===== src/rtl/uart_rx_frame.sv =====
// uart_rx_frame: oversampling UART receiver with programmable baud divider.
//
// Frame format: 5..DATA_BITS data bits sent LSB first, an optional even/odd parity bit, and
// one or two stop bits. Each received word is presented on a valid/ready port together with
// its parity, framing and overrun status.
//
// Build option: define UART_RX_MAJORITY_EN to take each bit value as the 2-of-3 vote of the
// samples at sc = OVS/2-2, OVS/2-1 and OVS/2. The vote needs the third sample, so bit
// decisions are made one tick later, at sc = OVS/2. Bit boundaries are the same in both
// builds. Without the macro a single sample at sc = OVS/2-1 is used.
//
// Ports:
//   clk_i          system clock, rising edge
//   rst_ni         asynchronous active-low reset
//   baud_div_i     sample tick every baud_div_i+1 clocks
//   data_len_i     data bits per frame, 5..DATA_BITS; other values clamp to DATA_BITS
//   parity_en_i    parity bit present
//   parity_odd_i   1 = odd parity, 0 = even parity
//   stop2_i        two stop bits
//   rx_i           serial line, asynchronous, idle high
//   rx_data_o      received word, LSB-aligned, unused MSBs 0
//   rx_valid_o     word available
//   rx_ready_i     consumer accepts word
//   parity_err_o   parity mismatch for the word on rx_data_o
//   frame_err_o    a stop bit sampled 0 for the word on rx_data_o
//   overrun_o      a frame was lost while rx_valid_o was high
//   busy_o         receiver not idle
module uart_rx_frame #(
   parameter int unsigned DATA_BITS = 8,
   parameter int unsigned OVS       = 16,
   parameter int unsigned DIV_W     = 16
) (
   input  logic                 clk_i,
   input  logic                 rst_ni,
   input  logic [DIV_W-1:0]     baud_div_i,
   input  logic [3:0]           data_len_i,
   input  logic                 parity_en_i,
   input  logic                 parity_odd_i,
   input  logic                 stop2_i,
   input  logic                 rx_i,
   output logic [DATA_BITS-1:0] rx_data_o,
   output logic                 rx_valid_o,
   input  logic                 rx_ready_i,
   output logic                 parity_err_o,
   output logic                 frame_err_o,
   output logic                 overrun_o,
   output logic                 busy_o
);

   localparam int unsigned    ScW      = $clog2(OVS);
   localparam logic [ScW-1:0] ScSample = ScW'(OVS / 2 - 1);
   localparam logic [ScW-1:0] ScEnd    = ScW'(OVS - 1);
   localparam logic [3:0]     MaxLen   = 4'(DATA_BITS);
`ifdef UART_RX_MAJORITY_EN
   localparam logic [ScW-1:0] ScVote0  = ScW'(OVS / 2 - 2);
   localparam logic [ScW-1:0] ScDecide = ScW'(OVS / 2);
`else
   localparam logic [ScW-1:0] ScDecide = ScSample;
`endif

   typedef enum logic [2:0] {
      StIdle, StStart, StData, StParity, StStop1, StStop2, StBreak
   } state_e;

   // ---------------------------------------------------------------- synchroniser
   logic rx_meta_q, rx_s_q;

   always_ff @(posedge clk_i or negedge rst_ni) begin
      if (!rst_ni) begin
         rx_meta_q <= 1'b1;
         rx_s_q    <= 1'b1;
      end else begin
         rx_meta_q <= rx_i;
         rx_s_q    <= rx_meta_q;
      end
   end

   // ---------------------------------------------------------------- free-running tick
   logic [DIV_W-1:0] tc_q;
   logic             tick;

   // >= so a divider lowered while the counter is above it still wraps at once
   assign tick = (tc_q >= baud_div_i);

   always_ff @(posedge clk_i or negedge rst_ni) begin
      if (!rst_ni) tc_q <= '0;
      else         tc_q <= tick ? '0 : tc_q + DIV_W'(1);
   end

   // ---------------------------------------------------------------- bit sampling
   state_e         state_q;
   logic [ScW-1:0] sc_q;
   logic           decide, bit_end, bit_val;

   assign decide  = tick && (sc_q == ScDecide);
   assign bit_end = tick && (sc_q == ScEnd);

`ifdef UART_RX_MAJORITY_EN
   logic vote0_q, vote1_q;

   always_ff @(posedge clk_i or negedge rst_ni) begin
      if (!rst_ni) begin
         vote0_q <= 1'b1;
         vote1_q <= 1'b1;
      end else begin
         if (tick && sc_q == ScVote0)  vote0_q <= rx_s_q;
         if (tick && sc_q == ScSample) vote1_q <= rx_s_q;
      end
   end

   assign bit_val = (vote0_q & vote1_q) | (vote0_q & rx_s_q) | (vote1_q & rx_s_q);
`else
   assign bit_val = rx_s_q;
`endif

   logic [3:0] len_eff;
   assign len_eff = (data_len_i >= 4'd5 && data_len_i <= MaxLen) ? data_len_i : MaxLen;

   // ---------------------------------------------------------------- frame FSM
   logic [3:0]           bit_cnt_q;
   logic [DATA_BITS-1:0] shift_q;
   logic                 par_q, perr_q, ferr_q;

   always_ff @(posedge clk_i or negedge rst_ni) begin
      if (!rst_ni) begin
         state_q   <= StIdle;
         sc_q      <= '0;
         bit_cnt_q <= '0;
         shift_q   <= '0;
         par_q     <= 1'b0;
         perr_q    <= 1'b0;
         ferr_q    <= 1'b0;
      end else begin
         if (tick && state_q != StIdle) sc_q <= (sc_q == ScEnd) ? '0 : sc_q + ScW'(1);
         unique case (state_q)
            StIdle: begin
               if (!rx_s_q) begin
                  state_q   <= StStart;
                  sc_q      <= '0;
                  bit_cnt_q <= '0;
                  shift_q   <= '0;
                  par_q     <= 1'b0;
                  perr_q    <= 1'b0;
                  ferr_q    <= 1'b0;
               end
            end
            StStart: begin
               if (decide && bit_val) state_q <= StIdle;  // false start
               else if (bit_end)      state_q <= StData;
            end
            StData: begin
               if (decide) begin
                  for (int unsigned i = 0; i < DATA_BITS; i++) begin
                     if (bit_cnt_q == 4'(i)) shift_q[i] <= bit_val;
                  end
                  par_q <= par_q ^ bit_val;
               end
               if (bit_end) begin
                  if (bit_cnt_q == len_eff - 4'd1) begin
                     bit_cnt_q <= '0;
                     state_q   <= parity_en_i ? StParity : StStop1;
                  end else begin
                     bit_cnt_q <= bit_cnt_q + 4'd1;
                  end
               end
            end
            StParity: begin
               if (decide)  perr_q  <= ((par_q ^ bit_val) != parity_odd_i);
               if (bit_end) state_q <= StStop1;
            end
            StStop1: begin
               if (decide) begin
                  ferr_q <= ~bit_val;
                  if (!stop2_i) state_q <= bit_val ? StIdle : StBreak;
               end else if (bit_end && stop2_i) begin
                  state_q <= StStop2;
               end
            end
            StStop2: begin
               if (decide) state_q <= bit_val ? StIdle : StBreak;
            end
            StBreak: begin
               if (rx_s_q) state_q <= StIdle;
            end
            default: state_q <= StIdle;
         endcase
      end
   end

   // ---------------------------------------------------------------- output holding register
   logic frame_done, ferr_final, xfer;

   // Frames complete at the sample point of the last stop bit.
   assign frame_done = decide && ((state_q == StStop1 && !stop2_i) || state_q == StStop2);
   assign ferr_final = ferr_q | ~bit_val;

   logic [DATA_BITS-1:0] rx_data_q;
   logic                 rx_valid_q, parity_err_q, frame_err_q, overrun_q;

   assign xfer = rx_valid_q && rx_ready_i;

   always_ff @(posedge clk_i or negedge rst_ni) begin
      if (!rst_ni) begin
         rx_data_q    <= '0;
         rx_valid_q   <= 1'b0;
         parity_err_q <= 1'b0;
         frame_err_q  <= 1'b0;
         overrun_q    <= 1'b0;
      end else if (frame_done && (!rx_valid_q || rx_ready_i)) begin
         // Empty slot, or the held word leaves on this edge: take the new frame.
         rx_data_q    <= shift_q;
         parity_err_q <= perr_q;
         frame_err_q  <= ferr_final;
         rx_valid_q   <= 1'b1;
         overrun_q    <= 1'b0;
      end else if (frame_done) begin
         overrun_q <= 1'b1;
      end else if (xfer) begin
         rx_valid_q <= 1'b0;
         overrun_q  <= 1'b0;
      end
   end

   assign rx_data_o    = rx_data_q;
   assign rx_valid_o   = rx_valid_q;
   assign parity_err_o = parity_err_q;
   assign frame_err_o  = frame_err_q;
   assign overrun_o    = overrun_q;
   assign busy_o       = (state_q != StIdle);

endmodule


===== config.mk =====
export PLATFORM = sky130hd
export DESIGN_NAME = uart_rx_frame
export DESIGN_NICKNAME = d
export VERILOG_FILES = /design/src/rtl/uart_rx_frame.sv
export SDC_FILE = /design/constraint.sdc
export NUM_CORES = 1
export LEC_CHECK = 0
export CELL_PAD_IN_SITES_DETAIL_PLACEMENT = 1
export CELL_PAD_IN_SITES_GLOBAL_PLACEMENT = 2
export CORE_ASPECT_RATIO = 0.5
export CORE_UTILIZATION = 35
export DETAILED_ROUTE_END_ITERATION = 6
export HOLD_SLACK_MARGIN = 0.06
export PLACE_DENSITY = 0.83
export SYNTH_ARGS = -nofsm -noshare
export SYNTH_HDL_FRONTEND = slang
export SYNTH_SLANG_ARGS = --single-unit

===== constraint.sdc =====
create_clock -name clk_i -period 4.04 [get_ports clk_i]
set_input_delay 0.404 -clock clk_i [delete_from_list [all_inputs] [get_ports clk_i]]
set_output_delay 0.404 -clock clk_i [all_outputs]
set_load 0.005 [all_outputs]

==> results.py <==
metrics = {
    "timing": {
        "whs_ps": 233,
        "setup_viol": 0,
        "period_share_pct": 68.9,
        "clock.fmax_mhz": 359,
        "slew_headroom_pct": 29.2,
        "fin_setup_tns_ps": 0,
        "rsz0062_at_grt": "no",
        "fin_crit_ps": 2790,
        "skew_ps": 5.21,
        "slew_violations": 0,
        "setup_ws_ps": 1250,
        "hold_violations": 0,
        "worst_pin_slew_ps": 1060,
    },
    "logic_synthesis": {
        "yosys_warnings": 0,
        "synth-edff-count": 0,
        "ys_seq_area_share_pct": 40.5,
        "synth_nets": 395,
        "yosysUniqueCellTypes": 47,
        "synth.avg_cell_area_um2": 9.34,
        "synthFlopType": "dfrtp_1",
        "ys_ff_latch": 52,
        "syn_area_um2": 3220,
        "synth_cells": 345,
        "ys_async_sr_fraction_pct": 100,
    },
    "global_routing": {
        "antenna_found_initial": 0,
        "grt_usage_pct": 17.9,
        "grt_pass1_vias": 2753,
        "grt_max_degree": 53,
        "grt_overflow_total": 0,
        "grt_pass1_wl_um": 13400,
    },
    "floorplan": {
        "placementRows": 24,
        "fp.dieH_um": 69.8,
        "initial_core_util_pct": 36.5,
        "io_pins": 40,
        "die_w_um": 138,
        "coreArea_um2": 8830,
        "die-area_um2": 9620,
    },
    "worst_setup_path": {
        "crit_path_end": "rx_data_o[4]",
        "arrival_ps": 2960,
        "path_class": "in2reg",
        "r2r_end": "rx_data_o[4]",
        "crit_fanout": 14,
        "cp.required_ps": 4210,
        "startpoint": "baud_div_i[13]",
        "critical_path.max_stage_delay_ps": 470,
        "r2r_cells": 5,
        "crit_chain": "clkdlybuf4s50_1, inv_1, ha_1, nand4_1, nor3_2, o211ai_1, nand3_2, nand4_2, mux2_4",
        "rrSetupSlack_ps": 1410,
        "critPathSlowestCell": "clkdlybuf4s50_1",
        "r2r_start": "sc_q[0]",
        "crit_path_end_kind": "flop",
        "worst_setup_path_start_kind": "input port",
    },
    "clock_network": {
        "holdBufCountCts": 0,
        "clk_latency_ps": 290,
        "cts-resized-gates": 0,
        "cts_made_buffers": 5,
        "h-tree-depth": 2,
        "cts_buffer_depth": 2,
        "clk_pin_slew_ps": 70,
        "root_buffer": "clkbuf_16",
        "cts_setup_buffers": 0,
        "cts_sinks": 52,
        "cts_tree": "done",
    },
    "finish": {
        "num_antenna_cells": 0,
        "stdcell_count": 498,
        "nets": 431,
        "fillers": 1031,
        "synthToLayoutAreaGrowth_pct": 18.9,
        "fin_util_pct": 43.4,
        "finalInstanceArea_um2": 3830,
        "drive_gt1_share_pct": 7.87,
    },
    "power_and_ir_drop": {
        "pwr-share-seq_pct": 50.6,
        "power_density_nw_per_um2": 314,
        "switchingPower_uw": 334,
        "vdd_drop_max_mv": 0.151,
        "combPwrFrac_pct": 14.9,
        "clkPwrFrac_pct": 34.6,
        "power_mw": 1.20,
        "intPower_uw": 869,
        "p_leak_nw": 1.72,
        "swShare_pct": 27.8,
    },
    "run": {
        "maxCapViolCount": 0,
    },
    "detailed_routing": {
        "firstDrtPassIters": 4,
        "drc": 0,
        "routed-via-count": 2606,
        "via_per_inst": 5.23,
        "drt_iter0_markers": 108,
        "antenna_left": 0,
        "wl_um": 7830,
        "wire_per_inst_um": 15.7,
    },
    "worst_hold_path": {
        "hold_class": "in2async",
    },
    "outcome": {
        "outcome": "finished clean",
    },
    "placement": {
        "dp_hpwl_um": 5890,
        "place_worst_setup_slack_ps": 928,
        "dpl.cell_count": 491,
        "gp_congestion": 0.795,
        "portBuffers": 39,
        "placed_area_um2": 3700,
    },
}
[state kept, by name, indices dropped and copies added, names as in the netlist, 3 cells and up]
register   cells
bit_cnt_q      4
tc_q          16
sc_q           4
state_q        3
shift_q        8
rx_data_o      8
[critical path, delay by kind of cell]
family	cells	cell delay, ps
AOI/OAI and AO/OA	1	150
adders and majority gates	1	290
buffers and inverters	2	520
muxes	1	460
and+or+nand+nor	4	1120
[cells in the final DEF, fill, tap and decap left out, drive strengths merged, types with 3 or more instances in the layout]
| master | count |
|---|---|
| o21ai | 14 |
| xor2 | 9 |
| a31oi | 9 |
| and2 | 3 |
| nand3 | 46 |
| nand2 | 33 |
| mux2 | 10 |
| o211ai | 3 |
| clkbuf | 6 |
| a21oi | 15 |
| nand4 | 5 |
| buf | 3 |
| nor2 | 29 |
| clkdlybuf4s50 | 38 |
| ha | 23 |
| nand2b | 4 |
| dfrtp | 50 |
| nor3 | 6 |
| and3 | 6 |
| xnor2 | 13 |
| nor2b | 8 |
| inv | 24 |
[cell usage after synthesis, types with 6 or more instances]
cell type	count	area [um2]
a21oi_1	14	70.1
o21ai_0	14	70.1
a31oi_1	9	56.3
buf_2	6	30.0
nor2b_1	7	43.8
mux2_4	9	135
nor2_1	29	109
nand3_1	44	220
xnor2_1	13	114
and3_1	6	37.5
nand2_1	33	124
dfrtp_1	50	1250
inv_1	24	90.1
xor2_1	9	78.8
ha_1	23	288
[final cells by class]
type                    count  area [um2]  share of cell area (%)
multi-input cells         257        1760                    45.9
repair buffers             41         400                    10.5
clock inverters             1        5.00                   0.131
flip-flops and latches     52        1300                    34.0
inverters                  24        90.1                    2.35
well taps                 117         146                    3.82
clock buffers               6         129                    3.36
[kinds of logic after synthesis]
logic type	share of synthesized area [%]
AO/OA/AOI/OAI	12.3
XOR/XNOR	5.98
adder cells (fa/ha/maj)	8.93
buffers and inverters	5.01
flip-flops	40.5
multiplexers	5.17
AND/OR/NAND/NOR	22.1
[routing by layer]
layer  up-vias  share of wire, %  track usage (%)  routed length (um)
met5         -                 0                0                   0
met4         0               1.2             4.27                  91
met3         6               1.9             3.36                 146
met2        32                52             32.5                4110
met1      1294                45             21.6                3490
li1       1274                 -                -                   -
[power by group through the flow]
stage                     sequential (mW)  combinational [mW]  clock, mW
final                               0.609               0.179      0.416
after global placement              0.615               0.164          0
after global routing                0.618               0.206      0.450
after CTS                           0.609               0.186      0.431
after floorplan                     0.599               0.111          0
after detailed placement            0.619               0.185          0
[how the worst min path moves through the flow]
stage,start,to,slack (ps),cells after the start
floorplan,rst_ni,bit_cnt_q[0],110,0
global placement,rx_meta_q,bit_val,350,0
detailed placement,rx_meta_q,bit_val,350,0
CTS,rst_ni,rx_data_o[1],270,2
global route,rst_ni,rx_data_o[7],300,2
finish,rst_ni,rx_data_o[7],230,2
Power figures use the tool's default switching activity.
